[src/rtl/alu_issue_ctrl.sv]
// Registered, flow-controlled issue stage in front of a combinational ALU.
// Optional sticky overflow flag: define ALU_ISSUE_OV_STICKY_EN.
//
// state | meaning
// IDLE  | waiting for a request, in_ready high
// EXEC  | operands held on the ALU, settle counter running
// DONE  | captured result offered downstream, out_valid high
module alu_issue_ctrl #(
    parameter int nIO    = 8,
    parameter int SETTLE = 1
) (
    input  logic           clk_i,
    input  logic           rst_i,
    input  logic           in_valid_i,
    output logic           in_ready_o,
    input  logic [nIO-1:0] in_a_i,
    input  logic [nIO-1:0] in_b_i,
    input  logic [2:0]     in_op_i,
    output logic [nIO-1:0] alu_a_o,
    output logic [nIO-1:0] alu_b_o,
    output logic [2:0]     alu_op_o,
    input  logic [nIO-1:0] alu_z_i,
    input  logic           alu_ov_i,
    output logic           out_valid_o,
    input  logic           out_ready_i,
    output logic [nIO-1:0] out_z_o,
    output logic           out_ov_o,
    output logic [2:0]     out_op_o,
    output logic           busy_o,
    output logic           ov_sticky_o,
    input  logic           ov_clear_i
);

    typedef enum logic [1:0] {
        IDLE = 2'b00,
        EXEC = 2'b01,
        DONE = 2'b10
    } state_t;

    localparam logic [3:0] SETTLE_M1 = 4'(SETTLE - 1);

    state_t         state_q, state_d;
    logic [3:0]     cnt_q;
    logic [nIO-1:0] a_q, b_q, z_q;
    logic [2:0]     op_q, oop_q;
    logic           ov_q;
    logic           accept, capture;

    assign accept  = (state_q == IDLE) && in_valid_i;
    assign capture = (state_q == EXEC) && (cnt_q == 4'd0);

    always_ff @(posedge clk_i or posedge rst_i) begin
        if (rst_i) begin
            state_q <= IDLE;
        end else begin
            state_q <= state_d;
        end
    end

    always_comb begin
        state_d = state_q;
        case (state_q)
            IDLE:    if (in_valid_i) state_d = EXEC;
            EXEC:    if (cnt_q == 4'd0) state_d = DONE;
            DONE:    if (out_ready_i) state_d = IDLE;
            default: state_d = IDLE;
        endcase
    end

    always_comb begin
        in_ready_o  = (state_q == IDLE);
        out_valid_o = (state_q == DONE);
        busy_o      = (state_q != IDLE);
    end

    always_ff @(posedge clk_i or posedge rst_i) begin
        if (rst_i) begin
            cnt_q <= 4'd0;
            a_q   <= '0;
            b_q   <= '0;
            op_q  <= 3'd0;
            z_q   <= '0;
            ov_q  <= 1'b0;
            oop_q <= 3'd0;
        end else begin
            if (accept) begin
                a_q   <= in_a_i;
                b_q   <= in_b_i;
                op_q  <= in_op_i;
                cnt_q <= SETTLE_M1;
            end else if ((state_q == EXEC) && (cnt_q != 4'd0)) begin
                cnt_q <= cnt_q - 4'd1;
            end
            // Result registers only move on capture so they stay valid through backpressure.
            if (capture) begin
                z_q   <= alu_z_i;
                ov_q  <= alu_ov_i;
                oop_q <= op_q;
            end
        end
    end

    assign alu_a_o  = a_q;
    assign alu_b_o  = b_q;
    assign alu_op_o = op_q;
    assign out_z_o  = z_q;
    assign out_ov_o = ov_q;
    assign out_op_o = oop_q;

`ifdef ALU_ISSUE_OV_STICKY_EN
    logic sticky_q;

    always_ff @(posedge clk_i or posedge rst_i) begin
        if (rst_i) begin
            sticky_q <= 1'b0;
        end else if (capture && alu_ov_i) begin
            sticky_q <= 1'b1;
        end else if (ov_clear_i) begin
            sticky_q <= 1'b0;
        end
    end

    assign ov_sticky_o = sticky_q;
`else
    logic unused_ov_clear;

    assign unused_ov_clear = ov_clear_i;
    assign ov_sticky_o     = 1'b0;
`endif

endmodule

[config.mk]
export PLATFORM = sky130hd
export DESIGN_NAME = alu_issue_ctrl
export DESIGN_NICKNAME = d
export VERILOG_FILES = /design/src/rtl/alu_issue_ctrl.sv
export SDC_FILE = /design/constraint.sdc
export NUM_CORES = 1
export LEC_CHECK = 0
export CAP_MARGIN = 30
export CORE_UTILIZATION = 42
export DETAILED_ROUTE_END_ITERATION = 12
export PLACE_DENSITY = 0.79
export SYNTH_ARGS = -nofsm -noshare
export SYNTH_HDL_FRONTEND = slang
export SYNTH_SLANG_ARGS = --single-unit
[constraint.sdc]
create_clock -name clk_i -period 1.73 [get_ports clk_i]
set_input_delay 0.2595 -clock clk_i [delete_from_list [all_inputs] [get_ports clk_i]]
set_output_delay 0.2595 -clock clk_i [all_outputs]
set_load 0.01 [all_outputs]
======== After elaboration in Yosys (flattened, before gate mapping) ========
Cells that the tools add are included.
word-level totals
  input port bits ......................... 33
  output and inout bits ................... 35
  register bits after elaboration ......... 37
cells by class
  reductions and logical operators ........ 9
  $add $sub $neg .......................... 1
  multiplexer cells ....................... 6
  equal/unequal tests ..................... 5
operator list
  kind                                                                      number
  4-bit two-way mux                                                         2
  2-bit two-way mux                                                         3
  2-bit one-hot mux with 3 select lines                                     1
  4-bit zero test                                                           1
  2-bit inequality test (second input constant)                             2
  2-bit nonzero test                                                        2
  4-bit nonzero test                                                        1
  4-bit by 1-bit subtractor with 4-bit output (second input constant)       1
  1-bit logical AND                                                         3
  3-bit AND reduction                                                       1
  2-bit by 1-bit equality test with 1-bit output (second input constant)    1
  2-bit equality test (second input constant)                               1
  2-bit zero test                                                           1
  2-bit by 1-bit inequality test with 1-bit output (second input constant)  1

======== Depth between registers and ports, before layout ========
  word-level depth ........................ 4
  mapped depth ............................ 6
  depth with buffers taken out ............ 5

======== Worst setup path after synthesis ========
Ideal clock, no wire load.
  path type ............................... register to register
  start ................................... reg cnt_q[0]
  end ..................................... reg cnt_q[1]
  arrival ................................. 1439 ps
  setup slack ............................. 197 ps
  path buffers ............................ 0
  data required time ...................... 1636 ps
  clock period less this slack ............ 1533 ps
  stages on the path, launching flop included .. 6
  path through ............................ dfrtp_1 > inv_1 > ha_1 > or3b_2 > and3_1 > a211oi_1
between the ends
  cells in the longest elaborated chain, start to end .. 3
ends and longest elaborated chain
  what                                                                               RTL line  RTL
  from (decl)                                                                        43        logic [3:0] cnt_q;
  from (signal assigned)                                                             92        cnt_q <= cnt_q - 4'd1;
  4-bit by 1-bit subtractor with 4-bit output or 4-bit nonzero test (tied branches)  92, 91
  4-bit two-way mux or 1-bit logical AND (tied branches)                             91        end else if ((state_q == EXEC) && (cnt_q != 4'd0)) begin
  4-bit two-way mux or 2-bit nonzero test (tied branches)                            -
Several ways; a longest one is shown, not always the timed one. The select of a mux whose other input is x is not followed.
A chain may end at the register's enable or synchronous reset.

======== Final worst setup path ========
Same ends and word-level chain as after synthesis.

==> results.md <==
- Post-synthesis sequential area ratio: 57.8%
- Commonest non-fill, non-tap cells in the layout: clkdlybuf4s50_1, dfrtp_1, mux2_4, mux2_2, buf_4
- Pins Over Slew Limit: 0
- Hold-fix buffers, CTS: 0
- Clock Latency Late Sink: 0.28 ns
- Final setup TNS: 0 ns
- Setup ws final: 0.0771 ns
- DR pass1 iterations: 4
- Per-cell routed wire length: 13.6 um
- CP max FO: 3
- Inserted Clock Buffers: 5
- Final Wtd Congestion: 0.763
- TritonCTS clock tree: done
- Core area: 3660 um^2
- Simple-Gate Fraction of Synth Area: 6.64%
- Antenna cell count: 0
- Clk root buf: clkbuf_8
- Starting Density: 43.8%
- Endpoint class of the critical path: register
- Warnings, synthesis: 0
- Commonest non-fill, non-tap cell in the layout: clkdlybuf4s50_1
- Design Power: 4720 uW
- Worst Setup SP: cnt_q[0]
- GRT Total Usage: 17.3%
- Multiplexer share of the synthesized area: 27.0%
- CP required: 1.93 ns
- Die height: 63.8 um
- WP data arrival: 1.85 ns
- Synth Area in Adders: 1.56%
- CTS max path bufs: 2
- Layout cells sized above 1: 28.6%
- Non-filler cells, final: 230
- Result of the run: complete, no violations
- Max-cap violations: 0
- Post-placement cell area: 2290 um^2
- Synth Instances: 106
- # port buffers: 65
- Critical path class: register to register
- Vias per std cell: 4.66
- Final net count: 216
- Clock slew at reported path FFs: 0.07 ns
- Largest net degree at the start of global routing: 23
- First-pass GRT wire length: 5270 um
- Compound-Gate Fraction of Synth Area: 1.56%
- CP startpoint kind: register
- Die W: 63.8 um
- Setup violators final: 0
- Leak pwr: 0.00113 uW
- Fin crit share: 95.5%
- # clock sinks: 37
- Pwr dens: 1930 nW/um^2
- Syn nets: 141
- Flops & latches, synth: 37
- Post-synthesis xor/xnor area fraction: 0%
- Final Hold Viols: 0
- Rows: 22
- Yosys cell types: 26
- Clk_skew: 0.00427 ns
- Final wirelength: 3140 um
- Place WS: -0.0508 ns
- Worst r2r src: cnt_q[0]
- Worst hold path class: input pin to asynchronous set/reset pin
- Placed insts: 218
- Antenna Nets Post-Route: 0
- Vias in the first global route: 1192
- HPWL Detailed: 2220 um
- Area Overhead vs Synth: 52.4%
- Mapped Area: 1600 um^2
- IO Pins: 68
- Syn_area_per_cell: 15.1 um^2
- RSZ-0062 raised after global routing: false
- Number of remaining DRC errors: 0
- Maximum vdd ir drop: 0.00106 V
- Fin area: 2440 um^2
- Highest clock rate: 605 MHz
- Antenna violations before repair: 0
- Die area: 4070 um^2
- Vias: 1072
- Grt total ovfl: 0
- Tmin final: 1.65 ns
- Initial DRC Count: 20
- H-tree depth: 2
- Layout fillers: 278
- Main combinational cell family by area after synthesis: multiplexers
==> layer usage <==
layer  track usage [%]  up-vias  wire [um]
met2              29.1       61       1530
met4              4.26        0         32
li1                  -      506          -
met3              6.96        3        287
met5                 0        -          0
met1              20.4      502       1290
==> flip-flops by register name, summed over array words and instances (netlist names) <==
register / cells
out_ov_o: 1
alu_op_o: 3
state_q: 2
out_z_o: 8
out_op_o: 3
alu_b_o: 8
cnt_q: 4
alu_a_o: 8
==> power by group <==
group,total (uW),switching (uW),internal (uW)
registers,1590,271,1320
logic,2380,861,1520
clock network,751,281,470
total,4720,1410,3310
==> Yosys cell counts (all sizes together) <==
library cell  count  share of area (%)
a211oi            1               0.47
and2              1               0.39
and2b             1               0.47
and3              1               0.39
buf               5                4.1
conb              1               0.23
dfrtp            37                 58
ha                2                1.6
inv               5                1.2
mux2             31                 26
mux2i             2                1.2
nand2             6                1.4
nand3             2               0.62
nor2              1               0.23
nor3              2               0.62
nor4b             1               0.55
o211ai            1               0.47
o21ai             2               0.62
or2               1               0.39
or2b              1               0.47
or3b              2                1.1
==> cell type report <==
cell class / instances / area, um^2 / area share, %
clock inverters: 1 / 30.0 / 1.23
flip-flops and latches: 37 / 927 / 38.0
well taps: 48 / 60.1 / 2.46
clock buffers: 7 / 86.3 / 3.53
repair buffers: 73 / 719 / 29.5
inverters: 5 / 18.8 / 0.768
multi-input cells: 59 / 601 / 24.6
==> critical path, cell delays in order (launching register included) <==
cell	delay [ns]
dfrtp_1	0.39
inv_1	0.10
ha_2	0.20
or3b_2	0.48
and3_1	0.22
a211oi_2	0.19
==> kinds of logic (layout without fill, tap and decap cells) <==
logic type,count (synthesis),in the layout
multiplexers,33,33
buffers and inverters,10,86
flip-flops,37,37
AO/OA/AOI/OAI,4,4
other,1,1
adder cells (fa/ha/maj),2,2
AND/OR/NAND/NOR,19,19
==> through the flow <==
stage	util, %	hold WS, ns
after detailed placement	62.6	0.492
after floorplan	-	0.367
final	66.7	0.326
after global routing	66.7	0.352
after CTS	66.3	0.322
after global placement	62.6	0.486
==> repair_timing <==
item                                   in CTS  in global routing
buffers inserted                            3                  1
gates resized for setup                     4                  3
setup endpoints to repair                   3                 13
endpoints found under the hold margin       0                  0
pin swaps                                   0                  0
==> final timing paths <==
path | to | slack, ns | cells past startpoint
worst max-delay path | cnt_q[1] | 0.08 | 5
worst min-delay path | alu_b_o[5] | 0.33 | 3
worst max register to register | cnt_q[1] | 0.08 | 5
worst min register to register | out_op_o[1] | 0.50 | 1
max in group asynchronous | state_q[0] | 1.17 | 3
min in group clk_i | out_op_o[1] | 0.50 | 1
No activity file was read; power rests on OpenSTA's default activity.
==> RTL change 1, RTL diff (same settings) <==
The parameter `nIO` goes from 8 to 16.
--- a/src/rtl/alu_issue_ctrl.sv
+++ b/src/rtl/alu_issue_ctrl.sv
@@ -8,3 +8,3 @@
 module alu_issue_ctrl #(
-    parameter int nIO    = 8,
+    parameter int nIO    = 16,
     parameter int SETTLE = 1
Ports: changed (6 resized); port bits go from 68 to 116. No check against the original RTL was run, so the function may have changed too.
==> RTL change 1 against the original RTL <==
- clock skew down 0.0012 ns
- critical path type unchanged
- synthesized area grew 55%
- total power rose by 60%
- wire length up 100%
- sequential power grew 60%
- setup slack got worse by 0.094 ns
- design area is 66% higher
- sequential cell count rose by 24
- the flow now finishes with violations (negative setup slack)
==> RTL change 1: results (changes against the original RTL) <==
* Worst skew pair latency at 0.33 ns (was 0.28 ns)
* Post-placement cell area at 3824 µm² (was 2291 µm²)
* Number of global-route vias before repair at 2003 (was 1192)
* Metal-1 WL at 2.650 mm (was 1.289 mm)
* Sequential share of the synthesized area at 61.34% (was 57.77%)
* Initial DRC count at 99 (was 20)
* HPWL Detailed at 4.051 mm (was 2.218 mm)
* Gpl congestion at 0.7241 (was 0.7625)
* CTS Buffer Depth at 2 (unchanged)
* Net count after synthesis at 287 (was 141)
* Fillers at 404 (was 278)
* IO buf count at 113 (was 65)
* Post-synthesis cell count at 228 (was 106)
* Htree depth at 3 (was 2)
* Top cells by area, synth: dfrtp_1 (61%), nand2_1 (17%), mux2_4 (11%) (was dfrtp_1 (58%), mux2_4 (16%), mux2_2 (9.8%))
* IR drop worst, VDD at 1.001 mV (was 1.064 mV)
* # Post-CTS Setup Buffers at 0 (was 3)
* Wire length per cell at 14.67 µm (was 13.64 µm)
* Final wirelength at 6.426 mm (was 3.137 mm)
* PostCTS Resize Cnt at 3 (was 4)
* Hold Path Class: input pin to asynchronous set/reset pin (unchanged)
* Post-place setup slack at -0.01122 ns (was -0.05077 ns)
* Met3 GRT Util at 8.621% (was 6.964%)
* Layout Nets at 422 (was 216)
* CP Max Fanout at 5 (was 3)
* Failing checks: negative setup slack
* CTS buffer count at 9 (was 5)
* Slowest cell on the critical path: dfrtp_1 (was or3b_2)
* Vias per std cell at 4.637 (was 4.661)
* Lkg Pwr at 2.016 nW (was 1.128 nW)
* Grt met1 use at 23.88% (was 20.45%)
* Clock Skew at 0.003043 ns (was 0.004268 ns)
* Share of cells above drive strength 1 at 17.21% (was 28.57%)
* CP max stage delay at 0.39 ns (was 0.48 ns)
* Setup TNS at -0.1240 ns (was 0 ns)
* WL met3 at 621 µm (was 287 µm)
* Synth cell count leaders: nand2_1 (110), dfrtp_1 (61), mux2_4 (19), inv_1 (6), clkbuf_1 (5) (was dfrtp_1 (37), mux2_4 (17), mux2_2 (14), nand2_1 (6), inv_1 (5))
* Status: finished, violations left (was completed)
* Final WS setup at -0.01722 ns (was 0.07708 ns)
* Inst Count DP at 418 (was 218)
* Netlist cell types at 24 (was 26)
* Met2 wire length at 3.120 mm (was 1.528 mm)
* Largest net degree at the start of global routing at 40 (was 23)
* Crit path arrival time at 1.96 ns (was 1.85 ns)
* Setup Viol. Count Final at 13 (was 0)
* GRT Total Usage at 19.81% (was 17.28%)
* Reg area at 1526 µm² (was 927.1 µm²)
* First-pass GRT wire length at 9.377 mm (was 5.271 mm)
* Met2 Track Usage GR at 32.50% (was 29.12%)
## RTL change 1: cell count changes after synthesis, moves of 2 or more
| cell | before | now |
|---|---|---|
| nand2b_1 | 0 | 2 |
| mux2_2 | 14 | 1 |
| nand2_1 | 6 | 110 |
| buf_2 | 0 | 2 |
| a21oi_1 | 0 | 2 |
| dfrtp_1 | 37 | 61 |
| clkbuf_1 | 0 | 5 |
| mux2_4 | 17 | 19 |
| nor3_1 | 2 | 0 |
## RTL change 1: area by class of cell
| cell class | instances | share of cell area, % |
|---|---|---|
| Sequential cell | 61 | 37.56 |
| Timing Repair Buffer | 134 | 33.37 |
| Multi-Input combinational cell | 151 | 22.14 |
| Clock buffer | 12 | 3.818 |
| Tap cell | 72 | 2.217 |
| Inverter | 6 | 0.6466 |
| Clock inverter | 2 | 0.2463 |
## RTL change 1: kinds of logic (layout without fill, tap and decap cells)
kind of cell | Yosys count | count (layout) | synth area share (%)
buf+inv | 16 | 154 | 3.268
other cells | 1 | 1 | 0.1507
compound gates | 4 | 4 | 0.9551
flops | 61 | 61 | 61.34
mux | 23 | 23 | 13.12
simple gates | 121 | 121 | 20.16
fa+ha+maj | 2 | 2 | 1.005
## RTL change 1: path summary, 6_finish.rpt
check	cells after the start	to	slack, ns
min	3	out_op_o[0]$_DFFE_PP0P_	0.32
min in group clk_i	3	alu_a_o[14]$_DFFE_PP0P_	0.45
min reg2reg	2	alu_a_o[2]$_DFFE_PP0P_	0.47
max reg2reg	6	out_z_o[14]$_DFFE_PP0P_	-0.02
max in group asynchronous	3	out_z_o[3]$_DFFE_PP0P_	1.05
max	6	out_z_o[14]$_DFFE_PP0P_	-0.02
## RTL change 1: power breakdown
group          total [mW]  internal, mW  switching, mW
Clock                1.08         0.577          0.507
Sequential           2.54          2.13          0.408
Combinational        3.91          2.34           1.58
==> RTL change 2, RTL diff (config.mk and constraints unchanged) <==
Without the edit above. The 3 states of `state_t` get a one-hot encoding in 3 bits.
--- a/src/rtl/alu_issue_ctrl.sv
+++ b/src/rtl/alu_issue_ctrl.sv
@@ -33,6 +33,6 @@
 
-    typedef enum logic [1:0] {
-        IDLE = 2'b00,
-        EXEC = 2'b01,
-        DONE = 2'b10
+    typedef enum logic [2:0] {
+        IDLE = 3'b001,
+        EXEC = 3'b010,
+        DONE = 3'b100
     } state_t;
Function: same outputs for any inputs over 10 cycles, from zero or initial values and one cycle with rst_i high; not proved beyond that.
==> RTL change 2 against the original RTL <==
- wire length increased by 17%
- die area is 1.1% higher
- via count up 5.4%
- total power up 5.5%
- non-clock buffer count grew 4
- setup slack got worse by 0.013 ns
- first-iteration DRC count down 10%
- synthesized cell count up 1.9%
- fmax is 0.78% lower
- hold slack worse by 0.052 ns
- synthesized area up 1.2%
- sequential cell count increased by 1
- critical path depth did not move
- design area grew 2.9%
- critical path type unchanged
==> RTL change 2: results (changes against the original RTL) <==
* Synth cell count leaders: dfrtp_1 (37), mux2_2 (22), mux2_4 (9), inv_1 (6) (was dfrtp_1 (37), mux2_4 (17), mux2_2 (14), nand2_1 (6), inv_1 (5))
* Reg clk slew, reported paths at 0.07 ns (about the same)
* Max_cap viols at 0 (unchanged)
* Hold Path Class: input pin to asynchronous set/reset pin (unchanged)
* HPWL Detailed at 2.507 mm (was 2.218 mm)
* Yosys warning count at 0 (unchanged)
* Crit path arrival time at 1.84 ns
* # diodes at 0 (unchanged)
* Top delay family on crit path: flip-flops (was simple AND/OR/NAND/NOR gates)
* Synth Area in Adders at 1.543% (was 1.561%)
* Status: completed (unchanged)
* Synth Register Bits at 38 (was 37)
* Main synth FF type: dfrtp_1 (unchanged)
* Mux contribution to synthesized area at 25.46% (was 27.01%)
* Largest net degree at the start of global routing at 28 (was 23)
* Post-placement cell area at 2333 µm² (was 2291 µm²)
* Fillers at 287 (was 278)
* Lkg Pwr at 1.118 nW (was 1.128 nW)
* CP Max Fanout at 24 (was 3)
* Synth Area in XOR/XNOR at 0% (unchanged)
* Layout Nets at 222 (was 216)
* GRT Total Usage at 18.58% (was 17.28%)
* Slowest cell on the critical path: dfstp_2 (was or3b_2)
* Top cells by area, synth: dfrtp_1 (57%), mux2_2 (15%), mux2_4 (8.3%) (was dfrtp_1 (58%), mux2_4 (16%), mux2_2 (9.8%))
* Post-place setup slack at 0.02721 ns (was -0.05077 ns)
* Gpl congestion at 0.7087 (was 0.7625)
* Post-synth ARST share at 100.0% (unchanged)
* Worst skew pair latency at 0.29 ns
* IO buf count at 65 (unchanged)
* Netlist cell types at 27 (was 26)
* Clock Skew at 0.005055 ns (was 0.004268 ns)
* Post-synthesis cell count at 108 (was 106)
* IR drop worst, VDD at 1.146 mV (was 1.064 mV)
* First-pass GRT wire length at 5.658 mm (was 5.271 mm)
* Number of global-route vias before repair at 1259 (was 1192)
* CP max stage delay at 0.53 ns (was 0.48 ns)
* Via count at 1130 (was 1072)
* Share of cells above drive strength 1 at 32.45% (was 28.57%)
* Vias per std cell at 4.788 (was 4.661)
* Initial DRC count at 18 (was 20)
* Complex-gate fraction of the synthesized area at 3.086% (was 1.561%)
* Root Driver: clkbuf_8 (unchanged)
* Sequential share of the synthesized area at 58.72% (was 57.77%)
* Net count after synthesis at 143 (was 141)
* CTS buffer count at 5 (unchanged)
* Final wirelength at 3.659 mm (was 3.137 mm)
RTL change 2: cell count changes in the layout (fill, tap and decap cells not counted), sizes merged, moves of 2 or more:
cell,delta
clkbuf,-2
a21o,+2
buf,+4
a21oi,+2
clkinv,+2
o21ai,-2
nand2b,+3
nand2,-5
RTL change 2: cell type report:
class	instances	area [µm²]	area share [%]
Multi-Input combinational cell	59	619.3	24.64
Clock inverter	3	40.04	1.593
Tap cell	48	60.06	2.389
Clock buffer	5	68.82	2.738
Timing Repair Buffer	77	749.5	29.82
Sequential cell	38	953.4	37.93
Inverter	6	22.52	0.8960
RTL change 2: worst min-delay path, stage by stage:
cell and delay (ns):
clkdlybuf4s50_1 0.40, inv_1 0.07, buf_4 0.19
RTL change 2: layer usage:
layer	GRT usage, %	up-vias	wire [µm]
li1	-	530	-
met1	19.98	554	1396
met2	33.91	43	2008
met3	6.607	3	224
met4	5.556	0	29
met5	0	-	0
RTL change 2: final timing paths:
| path | depth (start not counted) | to | slack (ns) | start |
|---|---|---|---|---|
| worst max-delay path | 5 | alu_op_o[2]$_DFFE_PP0N_ | 0.06 | state_q[0]$_DFFE_PP1P_ |
| worst min-delay path | 3 | alu_b_o[5]$_DFFE_PP0N_ | 0.27 | rst_i |
| worst max register to register | 5 | alu_op_o[2]$_DFFE_PP0N_ | 0.06 | state_q[0]$_DFFE_PP1P_ |
| worst min register to register | 1 | cnt_q[3]$_DFFE_PP0P_ | 0.49 | cnt_q[3]$_DFFE_PP0P_ |
| max in group asynchronous | 3 | state_q[0]$_DFFE_PP1P_ | 1.06 | rst_i |
| min in group clk_i | 1 | cnt_q[3]$_DFFE_PP0P_ | 0.49 | cnt_q[3]$_DFFE_PP0P_ |
RTL change 2: where the power goes:
part	internal (mW)	switching, mW	leakage (nW)
registers	1.35	0.270	0.455
clock network	0.424	0.308	0.0579
logic	1.66	0.967	0.606
total	3.43	1.54	1.12
RTL change 2: kinds of logic (layout without fill, tap and decap cells):
logic type	after synthesis	after routing
muxes	34	34
AOI/OAI and AO/OA	7	7
DFF	38	38
and+or+nand+nor	14	15
other	1	1
buffers and inverters	12	91
adders and majority gates	2	2
RTL change 2: what timing repair did:
item                       CTS  global route
pin swaps                    0             0
setup endpoints to repair    3            12
resized for setup            5             3
hold endpoints to repair     0             0
setup buffers                5             2
cloned                       0             1
